`src/rtl/ctrl_seq_mc.sv`:
```
// Multi-cycle fetch/execute/memop control sequencer with a MemRdy handshake for the basic datapath.
// Defining CTRL_TIMEOUT_EN adds a bus-timeout fault that traps in FAULT until Reset_n_i.
module ctrl_seq_mc #(
    parameter int INSTR_W     = 32,
    parameter int OPC_W       = 6,
    parameter int REG_AW      = 5,
    parameter int TIMEOUT_CYC = 15
) (
    input  logic               Clk_i,
    input  logic               Reset_n_i,
    input  logic [INSTR_W-1:0] Instr_i,
    input  logic               ZE_i,
    input  logic               NG_i,
    input  logic               CY_i,
    input  logic               OV_i,
    input  logic               MemRdy_i,
    output logic [REG_AW-1:0]  AddrA_o,
    output logic [REG_AW-1:0]  AddrB_o,
    output logic [REG_AW-1:0]  AddrC_o,
    output logic [3:0]         ALUOp_o,
    output logic               WrC_o,
    output logic               WrPC_o,
    output logic               WrCR_o,
    output logic               WrIR_o,
    output logic               Mem_ALU_o,
    output logic               PC_RA_o,
    output logic               IR_RB_o,
    output logic               ALU_PC_o,
    output logic               ZE_SE_o,
    output logic               Sin_Sout_o,
    output logic               MemRd_o,
    output logic               MemWr_o,
    output logic               MemLength_o,
    output logic               MemEnable_o,
    output logic [2:0]         Status_o,
    output logic               Illegal_o,
    output logic               Retire_o,
    output logic               Fault_o
);

    typedef enum logic [2:0] {
        P_RESET    = 3'd0,
        FETCH      = 3'd1,
        EXECUTE    = 3'd2,
        MEMOP      = 3'd3,
        FETCH_WAIT = 3'd4,
        FAULT      = 3'd7
    } StateT;

    localparam logic [OPC_W-1:0] OP_ADDI   = OPC_W'(6'b010001);
    localparam logic [OPC_W-1:0] OP_REG    = OPC_W'(6'b011000);
    localparam logic [OPC_W-3:0] OP_MEM_HI = (OPC_W-2)'(4'b1000);
    localparam logic [3:0]       ALU_INC   = 4'b1110;
    localparam logic [3:0]       ALU_ADD   = 4'b0001;
    localparam logic [3:0]       ALU_REG   = 4'b0110;

    StateT state_q, state_d;

    logic [OPC_W-1:0]  opcode;
    logic [REG_AW-1:0] fieldC;
    logic [REG_AW-1:0] fieldA;
    logic [REG_AW-1:0] fieldB;
    logic              isAddi;
    logic              isReg;
    logic              isMem;
    logic              isStore;
    logic              timeoutHit;

    // Flags are reserved for future branches; low IR bits belong to the immediate.
    logic unusedInputs;
    assign unusedInputs = ^{ZE_i, NG_i, CY_i, OV_i, Instr_i};

    assign opcode  = Instr_i[INSTR_W-1 -: OPC_W];
    assign fieldC  = Instr_i[INSTR_W-OPC_W-1 -: REG_AW];
    assign fieldA  = Instr_i[INSTR_W-OPC_W-REG_AW-1 -: REG_AW];
    assign fieldB  = Instr_i[INSTR_W-OPC_W-2*REG_AW-1 -: REG_AW];
    assign isAddi  = (opcode == OP_ADDI);
    assign isReg   = (opcode == OP_REG);
    assign isMem   = (opcode[OPC_W-1:2] == OP_MEM_HI);
    assign isStore = isMem & opcode[1];

`ifdef CTRL_TIMEOUT_EN
    localparam int CNT_W = $clog2(TIMEOUT_CYC + 1);

    logic [CNT_W-1:0] waitCnt_q, waitCnt_d;
    logic             waiting;

    // Counter is held at zero outside the wait states, so it is clear on every entry.
    assign waiting    = (state_q == FETCH_WAIT) || (state_q == MEMOP);
    assign waitCnt_d  = (waiting && !MemRdy_i) ? waitCnt_q + 1'b1 : '0;
    assign timeoutHit = waiting && !MemRdy_i && (waitCnt_d == CNT_W'(TIMEOUT_CYC));

    always_ff @(posedge Clk_i or negedge Reset_n_i) begin
        if (!Reset_n_i) begin
            waitCnt_q <= '0;
        end else begin
            waitCnt_q <= waitCnt_d;
        end
    end
`else
    logic unusedTimeout;
    assign unusedTimeout = (TIMEOUT_CYC != 0);
    assign timeoutHit    = 1'b0;
`endif

    always_ff @(posedge Clk_i or negedge Reset_n_i) begin
        if (!Reset_n_i) begin
            state_q <= P_RESET;
        end else begin
            state_q <= state_d;
        end
    end

    // Outputs are decoded from state and opcode; WrIR/WrPC/WrC also follow MemRdy_i in the same cycle.
    always_comb begin
        state_d     = state_q;
        AddrA_o     = '0;
        AddrB_o     = '0;
        AddrC_o     = '0;
        ALUOp_o     = 4'b0000;
        WrC_o       = 1'b0;
        WrPC_o      = 1'b0;
        WrCR_o      = 1'b0;
        WrIR_o      = 1'b0;
        Mem_ALU_o   = 1'b0;
        PC_RA_o     = 1'b0;
        IR_RB_o     = 1'b0;
        ALU_PC_o    = 1'b0;
        ZE_SE_o     = 1'b0;
        Sin_Sout_o  = 1'b0;
        MemRd_o     = 1'b0;
        MemWr_o     = 1'b0;
        MemLength_o = 1'b0;
        MemEnable_o = 1'b0;
        Illegal_o   = 1'b0;
        Retire_o    = 1'b0;
        Fault_o     = 1'b0;
        Status_o    = state_q;

        case (state_q)
            P_RESET: begin
                state_d = FETCH;
            end

            FETCH, FETCH_WAIT: begin
                MemEnable_o = 1'b1;
                MemRd_o     = 1'b1;
                MemLength_o = 1'b1;
                ALU_PC_o    = 1'b1;
                ALUOp_o     = ALU_INC;
                if (state_q == FETCH) begin
                    state_d = FETCH_WAIT;
                end else if (MemRdy_i) begin
                    WrIR_o  = 1'b1;
                    WrPC_o  = 1'b1;
                    state_d = EXECUTE;
                end else if (timeoutHit) begin
                    state_d = FAULT;
                end
            end

            EXECUTE: begin
                AddrC_o = fieldC;
                AddrA_o = fieldA;
                state_d = FETCH;
                if (isAddi) begin
                    PC_RA_o   = 1'b1;
                    ZE_SE_o   = 1'b1;
                    ALUOp_o   = ALU_ADD;
                    Mem_ALU_o = 1'b1;
                    WrC_o     = 1'b1;
                    WrCR_o    = 1'b1;
                    Retire_o  = 1'b1;
                end else if (isReg) begin
                    AddrB_o   = fieldB;
                    PC_RA_o   = 1'b1;
                    IR_RB_o   = 1'b1;
                    ALUOp_o   = ALU_REG;
                    Mem_ALU_o = 1'b1;
                    WrC_o     = 1'b1;
                    WrCR_o    = 1'b1;
                    Retire_o  = 1'b1;
                end else if (isMem) begin
                    AddrB_o = isStore ? fieldC : '0;
                    PC_RA_o = 1'b1;
                    ZE_SE_o = 1'b1;
                    ALUOp_o = ALU_ADD;
                    state_d = MEMOP;
                end else begin
                    Illegal_o = 1'b1;
                    Retire_o  = 1'b1;
                end
            end

            // Only load/store opcodes reach MEMOP, and IR cannot change until the next fetch.
            MEMOP: begin
                AddrC_o     = fieldC;
                AddrA_o     = fieldA;
                AddrB_o     = isStore ? fieldC : '0;
                PC_RA_o     = 1'b1;
                ZE_SE_o     = 1'b1;
                ALUOp_o     = ALU_ADD;
                MemEnable_o = 1'b1;
                MemLength_o = opcode[0];
                MemRd_o     = ~isStore;
                MemWr_o     = isStore;
                Sin_Sout_o  = isStore;
                if (MemRdy_i) begin
                    WrC_o    = ~isStore;
                    Retire_o = 1'b1;
                    state_d  = FETCH;
                end else if (timeoutHit) begin
                    state_d = FAULT;
                end
            end

            FAULT: begin
                Fault_o = 1'b1;
            end

            default: begin
                state_d = P_RESET;
            end
        endcase
    end

endmodule

```
`config.mk`:
```
export PLATFORM = sky130hd
export DESIGN_NAME = ctrl_seq_mc
export DESIGN_NICKNAME = d
export VERILOG_FILES = /design/src/rtl/ctrl_seq_mc.sv
export SDC_FILE = /design/constraint.sdc
export NUM_CORES = 1
export LEC_CHECK = 0
export BUFFER_PORTS_ARGS = -buffer_cell sky130_fd_sc_hd__buf_4
export CAP_MARGIN = 30
export CORE_MARGIN = 1.5
export CORE_UTILIZATION = 27
export CTS_CLUSTER_SIZE = 8
export DETAILED_ROUTE_END_ITERATION = 12
export PLACE_DENSITY = 0.72
export SLEW_MARGIN = 20
export SYNTH_ARGS = -nofsm -noshare
export SYNTH_HDL_FRONTEND = slang
export SYNTH_SLANG_ARGS = --single-unit
export TNS_END_PERCENT = 30
```
`constraint.sdc`:
```
create_clock -name Clk_i -period 1.64 [get_ports Clk_i]
set_input_delay 0.41 -clock Clk_i [delete_from_list [all_inputs] [get_ports Clk_i]]
set_output_delay 0.41 -clock Clk_i [all_outputs]
set_load 0.02 [all_outputs]
```
# --- Word-level counts from Yosys, hierarchy flattened ---
# Index checks and enable logic that the tools add are counted.
totals:
  word_cells: 67
  output_inout_bits: 39
  inputBits: 39
  regBits: 3
classes:
  n_reduce_logical: 5
  bitwise: 3
  mux: 48
  eq_ne: 10
op_table:
  columns: ["cell", "count"]
  rows:
  - ["5-bit two-way mux", 6]
  - ["1-bit two-way mux", 25]
  - ["3-bit two-way mux", 5]
  - ["3-bit one-hot mux with 5 select lines", 1]
  - ["6-bit by 5-bit == test with 1-bit output (second input constant)", 2]
  - ["1-bit one-hot mux with 2 select lines", 6]
  - ["4-bit one-hot mux with 3 select lines", 1]
  - ["5-bit one-hot mux with 2 select lines", 1]
  - ["3-bit by 2-bit == test with 1-bit output (second input constant)", 2]
  - ["3-bit == test (second input constant)", 2]
  - ["2-bit two-way mux", 3]
  - ["4-bit == test (second input constant)", 1]
  - ["2-bit OR reduction", 2]
  - ["3-bit by 1-bit == test with 1-bit output (second input constant)", 1]
  - ["3-bit zero test", 1]
  - ["3-bit != test (second input constant)", 1]
  - ["3-bit AND reduction", 1]
  - ["3-bit OR reduction", 1]
  - ["2-bit != test (second input constant)", 1]
  - ["1-bit inverter", 2]
  - ["1-bit AND", 1]

# --- Logic depth before layout (Yosys ltp) ---
# Gate-level depths: netlist of run 1.
logic_depth:
  depth_word: 7
  depth_mapped: 5

# --- Worst setup path before layout of run 1 ---
# No wires, ideal clock.
synth_path:
  path_type: "register to output"
  from: "register state_q[1] (netlist: Status_o[1])"
  to: "output port ALUOp_o[2]"
  required_ps: 1230
  path_stages_with_launch: 6
  slack_ps: -444
  arrival_time_ps: 1674
  path_cell_list: "dfrtp_1 or3b_1 buf_6 o21ai_2 o21bai_1 buf_4"
synth_via:
  elab_chain_len: 3
synth_rtl:
  columns: ["element", "line", "text"]
  rows:
  - ["start: declaration", "57", "StateT state_q, state_d;"]
  - ["start signal: assignment", "110", "state_q <= state_d;"]
  - ["3-bit by 1-bit == test with 1-bit output or 3-bit == test (tied branches)", "140", "case (state_q)"]
  - ["2-bit OR reduction", "140", null]
  - ["4-bit one-hot mux with 3 select lines *", "140", null]
  - ["end: declaration", "20", "output logic [3:0] ALUOp_o,"]
# Mark *: on every way between the ends. The rest lies on a longest branch, timed or not.

# --- Final worst setup path of run 1 ---
layout_path:
  from: "input port Instr_i[29]"
  to: "output port AddrB_o[3]"
layout_via:
  elab_chain_len: 7
layout_rtl:
  columns: ["element", "line", "text"]
  rows:
  - ["start: declaration", "11", "input logic [INSTR_W-1:0] Instr_i,"]
  - ["4-bit == test", "79", "assign isMem = (opcode[OPC_W-1:2] == OP_MEM_HI);"]
  - ["1-bit AND", "80", "assign isStore = isMem & opcode[1];"]
  - ["5-bit two-way mux", "184, 199", null]
  - ["5-bit two-way mux", "183", "end else if (isMem) begin"]
  - ["5-bit two-way mux", "174", "end else if (isReg) begin"]
  - ["5-bit two-way mux", "166", "if (isAddi) begin"]
  - ["5-bit one-hot mux with 2 select lines *", "140", null]
  - ["end: declaration", "18", "output logic [REG_AW-1:0] AddrB_o,"]
# Marked as above.

==> out/qor.csv, run 1 <==
metric,value,unit
cts_tree,built,
p_sw,1.02,mW
io_buffer_count,62,
synth_xor_area_share,0,%
routed_wl,2.64,mm
seq_area_frac_synth,13.0,%
synth_area_per_cell,7.23,um^2
htree_levels,1,
syn_inst,80,
fin_nets,203,
hold_slack,401,ps
synth.net_count,119,
min_path_type,in2reg,
grt_usage,21.0,%
required,1230,ps
place_area,1180,um^2
synthFlopType,dfrtp_1,
synth.most_common_cell,and2_1,
irDropWorstVdd,0.00171,V
rr_worst_depth,4,
die_h,49.3,um
syn_area,578,um^2
diodes,0,
synth_compound_area_share,19.9,%
design_area,1580,um^2
violations,negative setup slack,
cp.arrival,1460,ps
worstSetupStartpointType,input port,
yosys.area_share.simple,55.0,%
wire_per_inst,13.9,um
clock.fmax,534,MHz
grt_start_max_net_pins,18,
slew_viol_final,0,
p_leak,0.715,nW
grt_pass1_vias,912,
core-area,1980,um^2
largest_reg_flops,3,
synth_warnings,0,
period_share,114,%
status,finished with violations,
synth_seq_cells,3,
timing.final.ws_setup,-232,ps
worst_hold_path.num_cells,2,
path_max_fanout,5,
r2r_start,Status_o[0],
synth_mux_area_share,1.73,%
yosys.cell_types.count,29,
synth_top_family_by_area,simple AND/OR/NAND/NOR gates,
power_frac_comb,87.4,%
clock_latency,240,ps
hold_violations,0,
end_kind,primary output,
critPathLaunch,Instr_i[29],
async_flop_share,100,%
die_w,49.3,um
crit_slowest_cell,nor4b_4,
vias,920,
rsz0062_at_grt,yes,
p_int,1.21,mW
grt_overflow,0,
gp_congestion,0.758,
worstSetupPathType,in2out,
area_growth,173,%
cts_buffer_depth,2,
power_density,1410,nW/um^2
dpl.hpwl,1.71,mm
synth-edff-count,0,
synth_area_leaders,"and2_1 (13%), dfrtp_1 (13%), nor4b_4 (8.2%), nand4b_1 (7.6%), a21oi_1 (6.9%)",
relSlewSlack,78.9,%
start_util,29.2,%
drtAntennaViolNets,0,
finalSetupViolCount,35,
drtIter0Drc,7,
critPathMaxStageDelay,360,ps
clkSlewWorstSetupHoldPaths,40,ps
rows,16,
min_from,MemRdy_i,
clock_power_share,6.1,%
clockRootBuffer,clkbuf_4,
cts_buffers,3,
maxCapViolations,0,
drive_gt1_share,84.0,%
clock-sinks,3,
synth_top_cell_area_share,13.0,%
period_needed,1870,ps
pwr-share-seq,6.5,%
vias_per_cell,4.84,
synthAdderAreaFrac,0,%
worstPathCellList,buf_8 > nor4b_4 > buf_4 > nand3_2 > a21oi_2 > buf_6,
pin_count,78,
fin_worst_skew,3.72,ps
drc,0,
first_pass_iters,2,
netlist_top_cells_count,"and2_1 (12), a21oi_1 (8), nand3_1 (6), nor2_1 (6), nand4b_1 (5)",
grt_antenna_before_repair,0,
p_sw_share,45.6,%
synth_largest_area_cell,and2_1,
die_area,2430,um^2
worst_pin_slew,316,ps
power,2.23,mW
grt_pass1_wl,4.05,mm
[worst paths after layout]
check,slack [ps],end
max in group asynchronous,1040,Status_o[2]
setup reg to reg,300,Status_o[1]
hold / removal,400,Status_o[2]
hold reg to reg,630,Status_o[0]
setup / recovery,-230,AddrB_o[3]
min in group asynchronous,490,Status_o[0]
[power groups by stage]
stage	clock network, mW	registers [mW]	logic, mW
floorplan	0	0.219	0.819
detailed placement	0	0.142	1.46
global placement	0	0.141	1.44
CTS	0.140	0.142	1.76
global route	0.144	0.147	2.05
finish	0.137	0.144	1.95
[per-layer routing]
layer / part of all wire [%] / wire length [um] / GRT usage [%]
met1: 34 / 893 / 20.3
met2: 59 / 1560 / 42.8
met3: 6.1 / 161 / 3.99
met4: 0.87 / 23 / 7.14
met5: 0 / 0 / 0
[logic make-up after synthesis]
logic type / after synthesis
AOI/OAI and AO/OA: 19
buffers and inverters: 10
DFF: 3
muxes: 1
and+or+nand+nor: 47
[area by class of cell]
class,count,area [um^2]
Fill cell,130,407
Tap cell,27,33.8
Sequential cell,3,78.8
Multi-Input combinational cell,67,623
Timing Repair Buffer,87,806
Clock buffer,4,26.3
Inverter,2,7.51
[through the flow]
stage / utilization (%) / setup WS, ps / cells / setup TNS (ps)
final: 79.5 / -232 / 190 / -5790
after global routing: 79.5 / -286 / 190 / -7160
after CTS: 73.8 / -221 / 189 / -6330
after detailed placement: 59.3 / -305 / 176 / -4140
after global placement: 59.3 / -268 / 176 / -3730
after floorplan: - / -218 / 80 / -2530
[critical path: cells and delay by family]
family / cells / cell delay, ps
and+or+nand+nor: 2 / 440
AOI/OAI and AO/OA: 1 / 160
buffers and inverters: 3 / 450
[placed cells by master (no fill, tap or decap)]
master	instances
a21boi_2	1
a21oi_1	1
a21oi_2	7
a22oi_1	1
and2_1	1
and2_4	11
and2b_4	1
and3_1	1
and3_4	1
buf_4	48
buf_6	36
buf_8	2
clkbuf_1	1
clkbuf_4	3
dfrtp_2	3
dlygate4sd3_1	1
inv_1	2
mux2i_1	1
nand2_1	1
nand2_2	3
nand2b_1	1
nand2b_4	3
nand3_1	1
nand3_2	5
nand4b_1	5
nor2_1	3
nor2_4	3
nor2b_1	2
nor3b_1	1
nor4b_4	2
o21ai_1	1
o21ai_2	4
o21ai_4	1
o21bai_4	1
o22ai_1	1
o32ai_2	1
or2b_1	1
or3b_4	1
[timing repair]
action,CTS,global route
endpoints found under the hold margin,3,0
pin swaps,24,13
endpoints found under the setup margin,35,36
cloned,1,0
buffers inserted,7,1
hold buffers,1,0
gates resized for setup,54,28
Power figures use the tool's default switching activity.
==> run 2, diff against run 1 <==
--- a/config.mk
+++ b/config.mk
@@ -5,13 +5,14 @@
 export SDC_FILE = /design/constraint.sdc
 export NUM_CORES = 1
 export LEC_CHECK = 0
+export ABC_AREA = 1
 export BUFFER_PORTS_ARGS = -buffer_cell sky130_fd_sc_hd__buf_4
 export CAP_MARGIN = 30
 export CORE_MARGIN = 1.5
-export CORE_UTILIZATION = 27
+export CORE_UTILIZATION = 29
 export CTS_CLUSTER_SIZE = 8
 export DETAILED_ROUTE_END_ITERATION = 12
-export PLACE_DENSITY = 0.72
+export PLACE_DENSITY = 0.74
 export SLEW_MARGIN = 20
 export SYNTH_ARGS = -nofsm -noshare
 export SYNTH_HDL_FRONTEND = slang
==> run 2 against run 1 <==
  * The run still ends with negative setup slack left
  * Critical path depth rose by 1
  * First-iteration DRC count rose by 71%
  * Hold slack improved by 110 ps
  * Final cell count rose by 17%
  * Utilization fell by 9.7 points
  * Sequential power rose by 34%
  * Critical path type is now reg2out
  * Largest power group unchanged
  * Highest routed layer unchanged
==> out/qor.csv, run 2 <==
metric,value,unit,change
seq_area_frac_synth,11.9,%,-1.1 points
crit_slowest_cell,dfrtp_2,,
worstSetupStartpointType,flop,,
cp.arrival,1460,ps,about the same
period_needed,1870,ps,+0.727 ps
io_buffer_count,62,,unchanged
area_growth,121,%,
violations,negative setup slack,,
first_pass_iters,4,,+2
netlist_top_cells_count,"nand2_1 (35), inv_1 (27), nor2_2 (10)",,
start_util,31.6,%,+2.4 points
synthFlopType,dfrtp_1,,
gp_congestion,0.776,,+2.4%
vias_per_cell,4.26,,-12%
rr_worst_depth,5,,+1
dpl.hpwl,1.78,mm,+4.3%
grt_overflow,0,,unchanged
period_share,114,%,about the same
fin_nets,235,,+16%
cts_buffer_depth,2,,unchanged
fin_cells,222,,+17%
final_cell_mix,"buf_4 (61), nand2_1 (30), inv_1 (25)",,
synth-edff-count,0,,unchanged
status,finished with violations,,
timing.final.ws_setup,-233,ps,-0.727 ps
finalSetupViolCount,35,,unchanged
design_area,1400,um^2,-11%
synth_seq_cells,3,,unchanged
clock.fmax,534,MHz,about the same
synth_top_cell_area_share,20.8,%,+7.8 points
worst_pin_slew,263,ps,-52.3 ps
core-area,2000,um^2,+1.0%
irDropWorstVdd,0.000964,V,-44%
grt_usage,18.9,%,-2.0 points
die_area,2470,um^2,+1.7%
path_buf_inv,2,,-1
r2r_start,Status_o[0],,
drtAntennaViolNets,0,,unchanged
cts_tree,built,,
clock-sinks,3,,unchanged
routed_wl,2.27,mm,-14%
grt_start_max_net_pins,13,,-5
yosys.cell_types.count,19,,-34%
synth_largest_area_cell,nand2_1,,
dp.cells,214,,+22%
wire_per_inst,10.2,um,-26%
grt_pass1_vias,882,,-3.3%
slew_viol_final,0,,unchanged
worstPathCellList,nand2_2 > nor2_4 > nor2_1 > nand3_1 > nand2_1 > inv_1 > buf_4,,
hold_violations,0,,unchanged
critPathMaxStageDelay,440,ps,+80 ps
syn_inst,117,,+46%
largest_reg_flops,3,,unchanged
min_path_type,in2async,,
synth_area_leaders,"nand2_1 (21%), inv_1 (16%), dfrtp_1 (12%), nor2_2 (9.9%), nor2_4 (7.1%)",,
grt_antenna_before_repair,0,,unchanged
worst-path-stages,7,,+1
required,1230,ps,about the same
cts_buffers,3,,unchanged
drive_gt1_share,63.1,%,-21 points
fin_worst_skew,4.43,ps,+0.712 ps
synth.most_common_cell,nand2_1,,
place_area,1210,um^2,+3.0%
clockRootBuffer,clkbuf_4,,
path_max_fanout,5,,unchanged
power_density,1540,nW/um^2,+8.6%
maxCapViolations,0,,unchanged
grt_pass1_wl,3.77,mm,-7.0%
async_flop_share,100,%,unchanged
worstSetupPathType,reg2out,,
hold_slack,516,ps,+115 ps
syn_area,632,um^2,+9.3%
drc,0,,unchanged
rows,16,,unchanged
synth.net_count,156,,+31%
crit_family,simple AND/OR/NAND/NOR gates,,
htree_levels,1,,unchanged
nFillCells,170,,+31%
p_leak,0.830,nW,+16%
synth_area_per_cell,5.40,um^2,-25%
setup-tns-final,-5420,ps,+371 ps
die_h,49.7,um,+0.82%
clock_latency,230,ps,about the same
die_w,49.7,um,+0.82%
relSlewSlack,82.4,%,+3.5 points
clkSlewWorstSetupHoldPaths,40,ps,about the same
synth_warnings,0,,unchanged
rsz0062_at_grt,yes,,
final_common_cell,buf_4,,
drtIter0Drc,12,,+5
pin_count,78,,unchanged
diodes,0,,unchanged
vias,945,,+2.7%
end_kind,primary output,,
critPathLaunch,Status_o[1],,
[run 2: cell families after synthesis]
family	Yosys count	synth area share, %
simple gates	67	52.5
compound gates	10	8.12
flops	3	11.9
buf+inv	37	27.5
[run 2: area by class of cell]
| type | count | area (um^2) | share of cell area [%] |
|---|---|---|---|
| repair buffers | 80 | 671 | 48.0 |
| multi-input cells | 77 | 459 | 32.9 |
| inverters | 31 | 129 | 9.23 |
| flip-flops and latches | 3 | 77.6 | 5.56 |
| well taps | 27 | 33.8 | 2.42 |
| clock buffers | 4 | 26.3 | 1.88 |
[run 2: path summary, 6_finish.rpt]
path / endpoint / slack, ps
setup / recovery: PC_RA_o / -230
hold / removal: Status_o[2] / 520
setup reg to reg: Status_o[1] / 480
hold reg to reg: Status_o[0] / 590
max in group asynchronous: Status_o[1] / 1010
min in group Clk_i: Status_o[0] / 590
[run 2: through the flow]
stage / util, % / setup slack, ps / power (mW)
floorplan: - / -119 / 1.17
global placement: 60.5 / -177 / 1.70
detailed placement: 60.5 / -215 / 1.73
CTS: 67.7 / -214 / 2.10
global route: 69.8 / -313 / 2.28
finish: 69.8 / -233 / 2.15
[run 2: routing by layer]
layer,share of wire (%),track usage [%]
met2,52,32.4
met1,43,24.2
met5,0,0
met4,0.35,7.41
met3,3.8,1.82
[run 2: power breakdown]
part / switching [mW] / total [mW] / internal [mW]
registers: 0.0778 / 0.193 / 0.116
clock network: 0.0363 / 0.127 / 0.0911
logic: 0.991 / 1.82 / 0.833
total: 1.11 / 2.15 / 1.04
[run 2: timing repair]
action,4_1_cts,5_1_grt
setup endpoints to repair,35,35
setup buffers,2,1
hold buffers,1,0
hold endpoints to repair,3,0
pin swaps,7,2
resized for setup,30,9
cloned,0,0
